## src/rtl/shift_add_multiplier.sv

```systemverilog
// Sequential unsigned N x N -> 2N shift-and-add multiplier, one partial
// product per clock through a single ripple nAdder.

module nAdder #(
  parameter int N = 8
) (
  input  logic [N-1:0] A,
  input  logic [N-1:0] B,
  input  logic         Cin,
  output logic [N-1:0] Sum,
  output logic         Cout
);

  always_comb begin : ripple
    logic c;
    c = Cin;
    Sum = '0;
    for (int i = 0; i < N; i++) begin
      Sum[i] = A[i] ^ B[i] ^ c;
      c = (A[i] & B[i]) | (c & (A[i] ^ B[i]));
    end
    Cout = c;
  end

endmodule

module shift_add_multiplier #(
  parameter int N = 8
) (
  input  logic           clk,
  input  logic           rst_n,
  input  logic           start,
  input  logic [N-1:0]   multiplicand,
  input  logic [N-1:0]   multiplier,
  output logic           busy,
  output logic           done,
  output logic [2*N-1:0] product
);

  localparam int CW = $clog2(N + 1);

  typedef enum logic [1:0] {
    IDLE,
    CALC,
    DONE
  } state_t;

  state_t state_q, state_d;

  logic [N-1:0]   m_q, m_d;
  logic [N-1:0]   phi_q, phi_d;
  logic [N-1:0]   plo_q, plo_d;
  logic [CW-1:0]  cnt_q, cnt_d;
  logic [2*N-1:0] prod_q, prod_d;

  logic [N-1:0] add_b;
  logic [N-1:0] sum;
  logic         cout;
  logic         last;

  assign last  = (cnt_q == CW'(N - 1));
  assign add_b = plo_q[0] ? m_q : '0;

  nAdder #(.N(N)) u_add (
    .A    (phi_q),
    .B    (add_b),
    .Cin  (1'b0),
    .Sum  (sum),
    .Cout (cout)
  );

  always_ff @(posedge clk) begin
    if (!rst_n) begin
      state_q <= IDLE;
    end else begin
      state_q <= state_d;
    end
  end

  always_comb begin
    state_d = state_q;
    unique case (state_q)
      IDLE:    if (start) state_d = CALC;
      CALC:    if (last) state_d = DONE;
      DONE:    state_d = IDLE;
      default: state_d = IDLE;
    endcase
  end

  always_comb begin
    busy = (state_q != IDLE);
    done = (state_q == DONE);
  end

  always_comb begin
    m_d    = m_q;
    phi_d  = phi_q;
    plo_d  = plo_q;
    cnt_d  = cnt_q;
    prod_d = prod_q;
    unique case (1'b1)
      (state_q == IDLE) && start: begin
        m_d   = multiplicand;
        plo_d = multiplier;
        phi_d = '0;
        cnt_d = '0;
      end
      state_q == CALC: begin
        // add-then-shift: carry-out lands in the top bit, never dropped
        phi_d = {cout, sum[N-1:1]};
        plo_d = {sum[0], plo_q[N-1:1]};
        cnt_d = cnt_q + 1'b1;
        if (last) prod_d = {cout, sum, plo_q[N-1:1]};
      end
      default: ;
    endcase
  end

  always_ff @(posedge clk) begin
    if (!rst_n) begin
      m_q    <= '0;
      phi_q  <= '0;
      plo_q  <= '0;
      cnt_q  <= '0;
      prod_q <= '0;
    end else begin
      m_q    <= m_d;
      phi_q  <= phi_d;
      plo_q  <= plo_d;
      cnt_q  <= cnt_d;
      prod_q <= prod_d;
    end
  end

  assign product = prod_q;

endmodule

```

## config.mk

```make
export PLATFORM = sky130hd
export DESIGN_NAME = shift_add_multiplier
export DESIGN_NICKNAME = d
export VERILOG_FILES = /design/src/rtl/shift_add_multiplier.sv
export SDC_FILE = /design/constraint.sdc
export NUM_CORES = 1
export LEC_CHECK = 0
export CAP_MARGIN = 10
export CORE_MARGIN = 2
export CORE_UTILIZATION = 58
export CTS_CLUSTER_SIZE = 24
export DETAILED_ROUTE_END_ITERATION = 7
export DONT_BUFFER_PORTS = 1
export PLACE_DENSITY = 0.85
export SYNTH_ARGS = -nofsm -noshare
export SYNTH_HDL_FRONTEND = slang
export SYNTH_SLANG_ARGS = --single-unit
```

## constraint.sdc

```tcl
create_clock -name clk -period 4.95 [get_ports clk]
set_input_delay 0.99 -clock clk [delete_from_list [all_inputs] [get_ports clk]]
set_output_delay 0.99 -clock clk [all_outputs]
set_load 0.1 [all_outputs]
```

== After elaboration in Yosys (flattened, before gate mapping) ==
Cells that the tools add are included.
Widths: inputs -> output; s select.
Storage, ports and cells
  register bits: 46
  input bits: 19
  output and inout bits: 18
  word-level logic and storage cells: 62
Operators by class
  $add $sub $neg: 1
  equal/unequal tests: 5
  multiplexer cells: 7
  bitwise operators: 37
  reductions and logical operators: 6
Operators with widths (number)
  $pmux 8 s2: 2
  $and 1x1->1: 15
  $xor 1x1->1: 15
  $mux 8: 1
  $pmux 4 s2: 1
  $or 1x1->1: 7
  $add 4x1->4 const B: 1
  $eq 4x3->1 const B: 1
  $mux 2: 2
  $ne 2x2->1 const B: 2
  $pmux 2 s2: 1
  $reduce_and 2->1: 2
  $reduce_bool 2->1: 2
  $eq 2x1->1 const B: 1
  $eq 2x2->1 const B: 1
  $logic_not 2->1: 1
  $logic_and 1x1->1: 1

== Depth between registers and ports, before layout ==
Gate-level depths: netlist of run 1.
  word-level depth: 17
  depth in mapped cells: 15
  depth with buffers taken out: 14

== By module ==
From an unflattened synthesis of run 1, not the netlist that was laid out.
Second synthesis, totals
  cells, all modules: 212
  area total of the unflattened synthesis: 2062.0 um^2
By module, submodules not included
  shift_add_multiplier: instances 1, cells each 194, area each 1864.3 um^2, seq. area each 920.9 um^2
  nAdder: instances 1, cells each 18, area each 197.7 um^2, seq. area each 0.0 um^2

== Worst setup path before layout of run 1 ==
No wires, ideal clock.
  path kind: flip-flop to flip-flop
  start: register plo_q[0]
  end: register phi_q[6]
  arrival: 3433 ps
  required time: 4835 ps
  setup slack: 1402 ps
  cell stages (with the launch flop): 16
  clock period less this slack: 3548 ps
  cell sequence: dfxtp_1 clkbuf_1 and2_1 ha_1 inv_1 fa_1 fa_1 fa_1 fa_1 inv_1 fa_1 fa_1 inv_1 fa_1 nor2_1 o21a_1
Between the ends
  longest elaborated chain between the ends: 16
RTL lines
  from (decl): RTL line 52  | logic [N-1:0] plo_q, plo_d;
  from (signal assigned): RTL line 129  | plo_q <= plo_d;
  $mux 8 *: RTL line 62  | assign add_b = plo_q[0] ? m_q : '0;
  $and 1x1->1 or $xor 1x1->1 (tied branches): RTL line 20  | c = (A[i] & B[i]) | (c & (A[i] ^ B[i]));
  $and 1x1->1: RTL line 20
  $or 1x1->1: RTL line 20
  $and 1x1->1: RTL line 20
  $or 1x1->1: RTL line 20
  $and 1x1->1: RTL line 20
  $or 1x1->1: RTL line 20
  $and 1x1->1: RTL line 20
  $or 1x1->1: RTL line 20
  $and 1x1->1: RTL line 20
  $or 1x1->1: RTL line 20
  $and 1x1->1: RTL line 20
  $or 1x1->1: RTL line 20
  $xor 1x1->1 *: RTL line 19  | Sum[i] = A[i] ^ B[i] ^ c;
  $pmux 8 s2 *: RTL line 101  | unique case (1'b1)
  to (signal assigned): RTL line 128  | phi_q <= phi_d;
  to (decl): RTL line 51  | logic [N-1:0] phi_q, phi_d;
Every way passes the cells marked *; elsewhere a longest branch is shown, timed or not.
A chain may end at the register's enable or synchronous reset.

== Worst setup path in the final report of run 1 ==
  start: register plo_q[0]
  end: register prod_q[14] (netlist: product[14])
Between the ends
  longest elaborated chain between the ends: 15
RTL lines
  $mux 8 *: RTL line 62
  $and 1x1->1 or $xor 1x1->1 (tied branches): RTL line 20
  $and 1x1->1: RTL line 20
  $or 1x1->1: RTL line 20
  $and 1x1->1: RTL line 20
  $or 1x1->1: RTL line 20
  $and 1x1->1: RTL line 20
  $or 1x1->1: RTL line 20
  $and 1x1->1: RTL line 20
  $or 1x1->1: RTL line 20
  $and 1x1->1: RTL line 20
  $or 1x1->1: RTL line 20
  $and 1x1->1: RTL line 20
  $or 1x1->1: RTL line 20
  $xor 1x1->1 *: RTL line 19
  to (signal assigned): RTL line 131  | prod_q <= prod_d;
  to (decl): RTL line 54  | logic [2*N-1:0] prod_q, prod_d;
Marked as above.

==> results of run 1 <==
-- power by group through the flow --
stage | sequential, W | combinational, W | clock (W)
global route | 0.000394 | 0.0000545 | 0.000242
detailed placement | 0.000401 | 0.0000494 | 0
global placement | 0.000400 | 0.0000488 | 0
CTS | 0.000393 | 0.0000494 | 0.000228
floorplan | 0.000397 | 0.0000515 | 0
finish | 0.000393 | 0.0000490 | 0.000219
-- layout by cell type, fill, tap and decap left out, types with 5 or more instances in the layout --
master / count
a21boi_0: 11
clkbuf_4: 5
dfxtp_1: 46
fa_1: 7
inv_1: 8
mux2i_1: 11
nand2_1: 45
nand3_1: 10
nor2_1: 22
o211a_1: 6
o21a_1: 6
o221ai_1: 8
-- per-layer routing --
layer	share of wire [%]	wire length, um
met5	0	0
met4	1.8	65
met3	5.8	215
met2	44	1620
met1	49	1800
-- sequential cells by signal (all words and copies together) (netlist names) --
signal	flops
plo_q	8
state_q	2
product	16
phi_q	8
cnt_q	4
m_q	8
-- critical path, cell delays in order (launching register included) --
cell and delay (ps):
dfxtp_1 470, and2_1 190, ha_1 140, inv_1 40
fa_1 370, fa_1 390, fa_1 390, fa_1 360
inv_1 70, fa_1 190, fa_1 180, inv_1 50
fa_1 500, nand3_1 80, o211a_1 180
-- synthesized netlist by cell type --
library cell  number  area, um2
o221ai_1           8       70.1
o21ba_2            1       10.0
buf_12             1       20.0
xnor2_1            1       8.76
inv_1              8       30.0
and3_1             4       25.0
nor3_1             4       20.0
mux2i_1           11        110
ha_1               2       25.0
nor2b_1            1       6.26
nand3_1           10       50.1
buf_4              1       7.51
buf_6              3       33.8
a21boi_0          11       82.6
and2_1             4       25.0
nand3b_1           2       15.0
and2b_1            1       7.51
or2_2              1       6.26
nand4_1            1       6.26
nor3b_1            1       7.51
o21a_1             6       45.0
nand2b_1           2       12.5
dfxtp_1           46        921
o21ai_0            2       10.0
buf_1              2       7.51
nand2_1           45        169
buf_2              5       25.0
and3b_1            1       8.76
fa_1               7        140
and2_4             1       8.76
or3b_1             1       8.76
clkbuf_1           7       26.3
o211a_1            6       60.1
nor2_1            22       82.6
-- final cells by class --
cell class / count / share of cell area (%)
multi-input combinational: 156 / 48.3
inverter: 8 / 1.42
clock inverter: 1 / 1.42
tap: 46 / 2.73
sequential: 46 / 43.6
clock buffer: 7 / 2.13
timing repair buffer: 1 / 0.355
-- per-stage QoR --
step                      power (W)  std cells  hold WS, ps  area, um2
after CTS                  0.000670        265          472       2110
after global placement     0.000449        257          450       2040
after global routing       0.000691        265          495       2110
final                      0.000661        265          470       2110
after floorplan            0.000449        229          439       2090
after detailed placement   0.000450        257          456       2040
-- logic make-up after synthesis --
kind of cell | Yosys count
simple gates | 101
flops | 46
compound gates | 34
buf+inv | 27
mux | 11
fa+ha+maj | 9
xor+xnor | 1
-- worst max path at each step --
| stage | startpoint | endpoint | slack, ps | depth (start not counted) |
|---|---|---|---|---|
| after CTS | plo_q[0]$_SDFFE_PN0P_ | product[14]$_SDFFE_PN0P_ | 1260 | 14 |
| after detailed placement | plo_q[0]$_SDFFE_PN0P_ | product[14]$_SDFFE_PN0P_ | 1280 | 14 |
| after global routing | plo_q[0]$_SDFFE_PN0P_ | product[14]$_SDFFE_PN0P_ | 1050 | 14 |
| final | plo_q[0]$_SDFFE_PN0P_ | product[14]$_SDFFE_PN0P_ | 1250 | 14 |
| after floorplan | plo_q[0]$_SDFFE_PN0P_ | phi_q[6]$_SDFFE_PN0P_ | 1400 | 15 |
| after global placement | plo_q[0]$_SDFFE_PN0P_ | phi_q[6]$_SDFFE_PN0P_ | 1420 | 14 |
==> impl_metrics.py, run 1 <==
metrics = {
    "status": {
        "status": "completed",
    },
    "global_routing": {
        "grtUsageMet1_pct": 25.5,
        "grt_overflow": 0,
        "track_usage_pct": 19.5,
        "use_met2_pct": 29.6,
        "antenna_found_initial": 0,
        "grt_pass1_vias": 1339,
        "grt_pass1_wl_mm": 6.17,
        "met3_usage_pct": 6.34,
        "grt_max_degree": 59,
        "grt-busiest-layer": "met2",
    },
    "sta": {
        "setup_viol": 0,
        "setup_tns_ps": 0,
        "timing.final.crit_period_ps": 3700,
        "skew_ps": 13.6,
        "fmax_mhz": 270,
        "max-slew-margin-rel_pct": 24.7,
        "rsz0062_at_grt": "no",
        "post-route-period-util_pct": 74.8,
        "postLayoutSetupSlackWorst_ps": 1250,
        "drv_slew": 0,
        "tightest_slew_ps": 1130,
        "hold_violations": 0,
    },
    "worst_setup_path": {
        "cp_max_fo": 9,
        "rr_endpoint": "product[14]$_SDFFE_PN0P_",
        "startpoint_type": "flip-flop",
        "r2r-start": "plo_q[0]$_SDFFE_PN0P_",
        "r2r_cells": 14,
        "cp-end-kind": "flip-flop",
        "crit_type": "reg2reg",
        "arrival_ps": 3970,
        "cp.required_ps": 5220,
        "timing.reg2reg.setup_slack_ps": 1250,
    },
    "cells_and_area": {
        "nets": 246,
        "seqCellArea_um2": 921,
        "multi_input_area_um2": 1020,
        "fill_cells": 303,
        "drive_above_1_share_pct": 4.57,
        "n_antenna_cell": 0,
        "area_growth_pct": 0.957,
        "post-route-util_pct": 62.3,
    },
    "yosys": {
        "synth_top_family_by_area": "simple AND/OR/NAND/NOR gates",
        "syn_area_per_cell_um2": 9.14,
        "yosysSeqAreaShare_pct": 44.0,
        "syn_nets": 257,
        "synth_simple_gate_area_share_pct": 21.9,
        "synth_cells": 229,
        "synth.area.mux_share_pct": 5.26,
        "ys_warn_count": 0,
        "yosys_register_bits": 46,
        "synthAdderAreaFrac_pct": 7.89,
        "synth_compound_area_share_pct": 13.3,
        "synth_xor_area_share_pct": 0.419,
        "ys_types": 34,
        "synthesis.area_um2": 2090,
    },
    "floorplan": {
        "rows": 21,
        "die_h_um": 64.1,
        "start_util_pct": 61.7,
        "ios": 37,
        "fp.dieArea_um2": 4100,
        "core_area_um2": 3390,
        "die_w_um": 64.1,
    },
    "worst_hold_path": {
        "min_path_type": "reg2reg",
        "holdPathStages": 2,
        "hold_end": "m_q[6]$_SDFFE_PN0P_",
        "min_from": "m_q[6]$_SDFFE_PN0P_",
    },
    "routing": {
        "wl_per_cell_um": 13.9,
        "vias": 1465,
        "drt_iter0_markers": 98,
        "drc": 0,
        "drt-pass1-iter-count": 4,
        "vias_per_cell": 5.53,
        "antenna_left": 0,
        "wl_mm": 3.70,
    },
    "placed_design": {
        "gp_congestion": 0.844,
        "dp_slack_ps": 1280,
        "portBuffers": 0,
        "dp_hpwl_mm": 2.51,
    },
    "power": {
        "power_frac_comb_pct": 7.4,
        "clock_power_share_pct": 33.2,
        "switching_power_w": 0.000154,
        "switching_share_pct": 23.2,
        "intPower_w": 0.000507,
        "pwr_density_cell_nw_per_um2": 313,
        "ir_drop_mv": 0.186,
        "power_leakage_nw": 0.828,
        "seqPwrFrac_pct": 59.4,
    },
    "clocking": {
        "cts_buffers": 5,
        "clk-insertion-delay-late_ps": 360,
        "cts_max_path_buffers": 2,
        "cts_setup_buffers": 0,
        "cts_root_buffer": "clkbuf_4",
        "clk_pin_slew_ps": 120,
        "ctsResizeCount": 0,
        "holdBufCountCts": 0,
        "htreeDepth": 2,
        "cts_tree": "built",
        "clock-sinks": 46,
    },
    "job": {
        "maxCapViolCount": 0,
    },
}
No activity file was read; power rests on OpenSTA's default activity.
==> run 2: changes to the inputs <==
==> constraint.sdc (replaced) <==
create_clock -name clk -period 3.5 [get_ports clk]
set_input_delay 0.7 -clock clk [delete_from_list [all_inputs] [get_ports clk]]
set_output_delay 0.7 -clock clk [all_outputs]
set_load 0.1 [all_outputs]
==> impl_metrics.py, run 2 (synthesis results as in run 1) <==
metrics = {
    "status": {
        "status": "completed",
    },
    "sta": {
        "rsz0062_at_grt": "no",
        "post-route-period-util_pct": 95.9,
        "postLayoutSetupSlackWorst_ps": 144,
        "drv_slew": 0,
        "fmax_mhz": 298,
        "setup_viol": 0,
        "timing.final.crit_period_ps": 3360,
        "hold_violations": 0,
        "skew_ps": 7.41,
        "tightest_slew_ps": 988,
        "max-slew-margin-rel_pct": 34.0,
    },
    "placed_design": {
        "dp_slack_ps": -4.03,
        "portBuffers": 0,
        "dp_hpwl_mm": 2.45,
        "gp_congestion": 0.767,
        "place_inst": 259,
    },
    "global_routing": {
        "antenna_found_initial": 0,
        "grt_pass1_vias": 1410,
        "grt_pass1_wl_mm": 6.33,
        "track_usage_pct": 20.1,
        "grt_overflow": 0,
        "grt_max_degree": 59,
    },
    "routing": {
        "drc": 0,
        "vias_per_cell": 5.46,
        "drt-pass1-iter-count": 4,
        "wl_per_cell_um": 13.6,
        "drt_iter0_markers": 95,
        "vias": 1458,
        "antenna_left": 0,
        "wl_mm": 3.64,
    },
    "cells_and_area": {
        "finalNonFillerCells": 267,
        "nets": 248,
        "area_growth_pct": 1.50,
        "drive_above_1_share_pct": 8.14,
        "largest_register_ffs": 16,
        "n_antenna_cell": 0,
        "final_cell_mix": "45 x nand2_1, 45 x dfxtp_1, 22 x nor2_1",
    },
    "floorplan": {
        "core_area_um2": 3390,
        "rows": 21,
        "start_util_pct": 61.7,
        "die_h_um": 64.1,
        "die_w_um": 64.1,
        "ios": 37,
        "fp.dieArea_um2": 4100,
    },
    "power": {
        "ir_drop_mv": 0.202,
        "pwr_density_cell_nw_per_um2": 416,
        "power_leakage_nw": 0.835,
    },
    "worst_setup_path": {
        "path_buf_inv": 3,
        "arrival_ps": 3630,
        "cp.required_ps": 3770,
        "crit_slowest_cell": "fa_1",
        "crit_top_cell": "fa_2",
        "crit_path_max_incr_delay_ps": 500,
        "path_cells": "and2_1, ha_1, inv_1, fa_2, fa_2, fa_2, fa_1, inv_1, fa_2, fa_1, inv_1, fa_1, nor2_1, o21a_1",
        "startpoint_type": "flip-flop",
        "cp_max_fo": 2,
        "cp-end-kind": "flip-flop",
        "crit_type": "reg2reg",
        "crit_family": "adder cells",
    },
    "job": {
        "maxCapViolCount": 0,
    },
    "clocking": {
        "clock-sinks": 46,
        "htreeDepth": 2,
        "clk-insertion-delay-late_ps": 360,
        "cts_max_path_buffers": 2,
        "clk_pin_slew_ps": 120,
        "cts_root_buffer": "clkbuf_4",
        "cts_tree": "built",
        "cts_buffers": 5,
    },
    "worst_hold_path": {
        "min_path_type": "reg2reg",
    },
}
-- run 2: cell types whose count changed in the layout (fill, tap and decap cells not counted), sizes merged --
cell and delta:
buf +2, bufinv -1, clkinv +1
-- run 2: final timing paths --
kind,start,end,slack (ps),cells past startpoint
worst max-delay path,plo_q[0]$_SDFFE_PN0P_,phi_q[6]$_SDFFE_PN0P_,140,14
worst min-delay path,m_q[0]$_SDFFE_PN0P_,m_q[0]$_SDFFE_PN0P_,470,2
worst max register to register,plo_q[0]$_SDFFE_PN0P_,phi_q[6]$_SDFFE_PN0P_,140,14
worst min register to register,m_q[0]$_SDFFE_PN0P_,m_q[0]$_SDFFE_PN0P_,470,2
-- run 2: final cells by class --
| cell class | instances | area [um2] |
|---|---|---|
| Clock inverter | 1 | 5.00 |
| Inverter | 8 | 30.0 |
| Fill cell | 287 | 1270 |
| Multi-Input combinational cell | 156 | 1030 |
| Sequential cell | 46 | 922 |
| Tap cell | 46 | 57.6 |
| Clock buffer | 7 | 55.1 |
| Timing Repair Buffer | 3 | 22.5 |
-- run 2: what timing repair did --
action,in CTS,in global routing
setup buffers,0,0
hold buffers,0,0
pin swaps,0,0
resized for setup,1,4
endpoints found under the setup margin,1,4
-- run 2: power by group --
group          internal, W  switching [W]
clock            0.0000975       0.000159
combinational    0.0000272      0.0000468
sequential        0.000542      0.0000120
total             0.000666       0.000218
-- run 2: metrics by stage --
step	cell area (um2)	utilization (%)	hold WS [ps]	setup TNS, ps	power, W
3_3_place_gp	2050	60.5	450	0	0.000638
3_5_place_dp	2050	60.5	457	-4.03	0.000639
5_1_grt	2120	62.6	418	0	0.000930
6_report	2120	62.6	469	0	0.000884
4_1_cts	2110	62.4	434	0	0.000894
2_1_floorplan	2090	-	439	0	0.000635
-- run 2: tightest hold or removal path, cell delays in order (launching register included) --
cell and delay (ps):
dfxtp_1 320, nand2_1 40, a21boi_0 60
-- run 2: layer usage --
layer | share of wire [%] | routed length, um | GRT usage [%] | vias up
met5 | 0 | 0 | 0 | -
met4 | 2.2 | 80 | 10.1 | 0
met3 | 6.3 | 231 | 7.39 | 7
met2 | 44 | 1590 | 30.3 | 42
li1 | - | - | - | 741
met1 | 48 | 1750 | 25.2 | 668
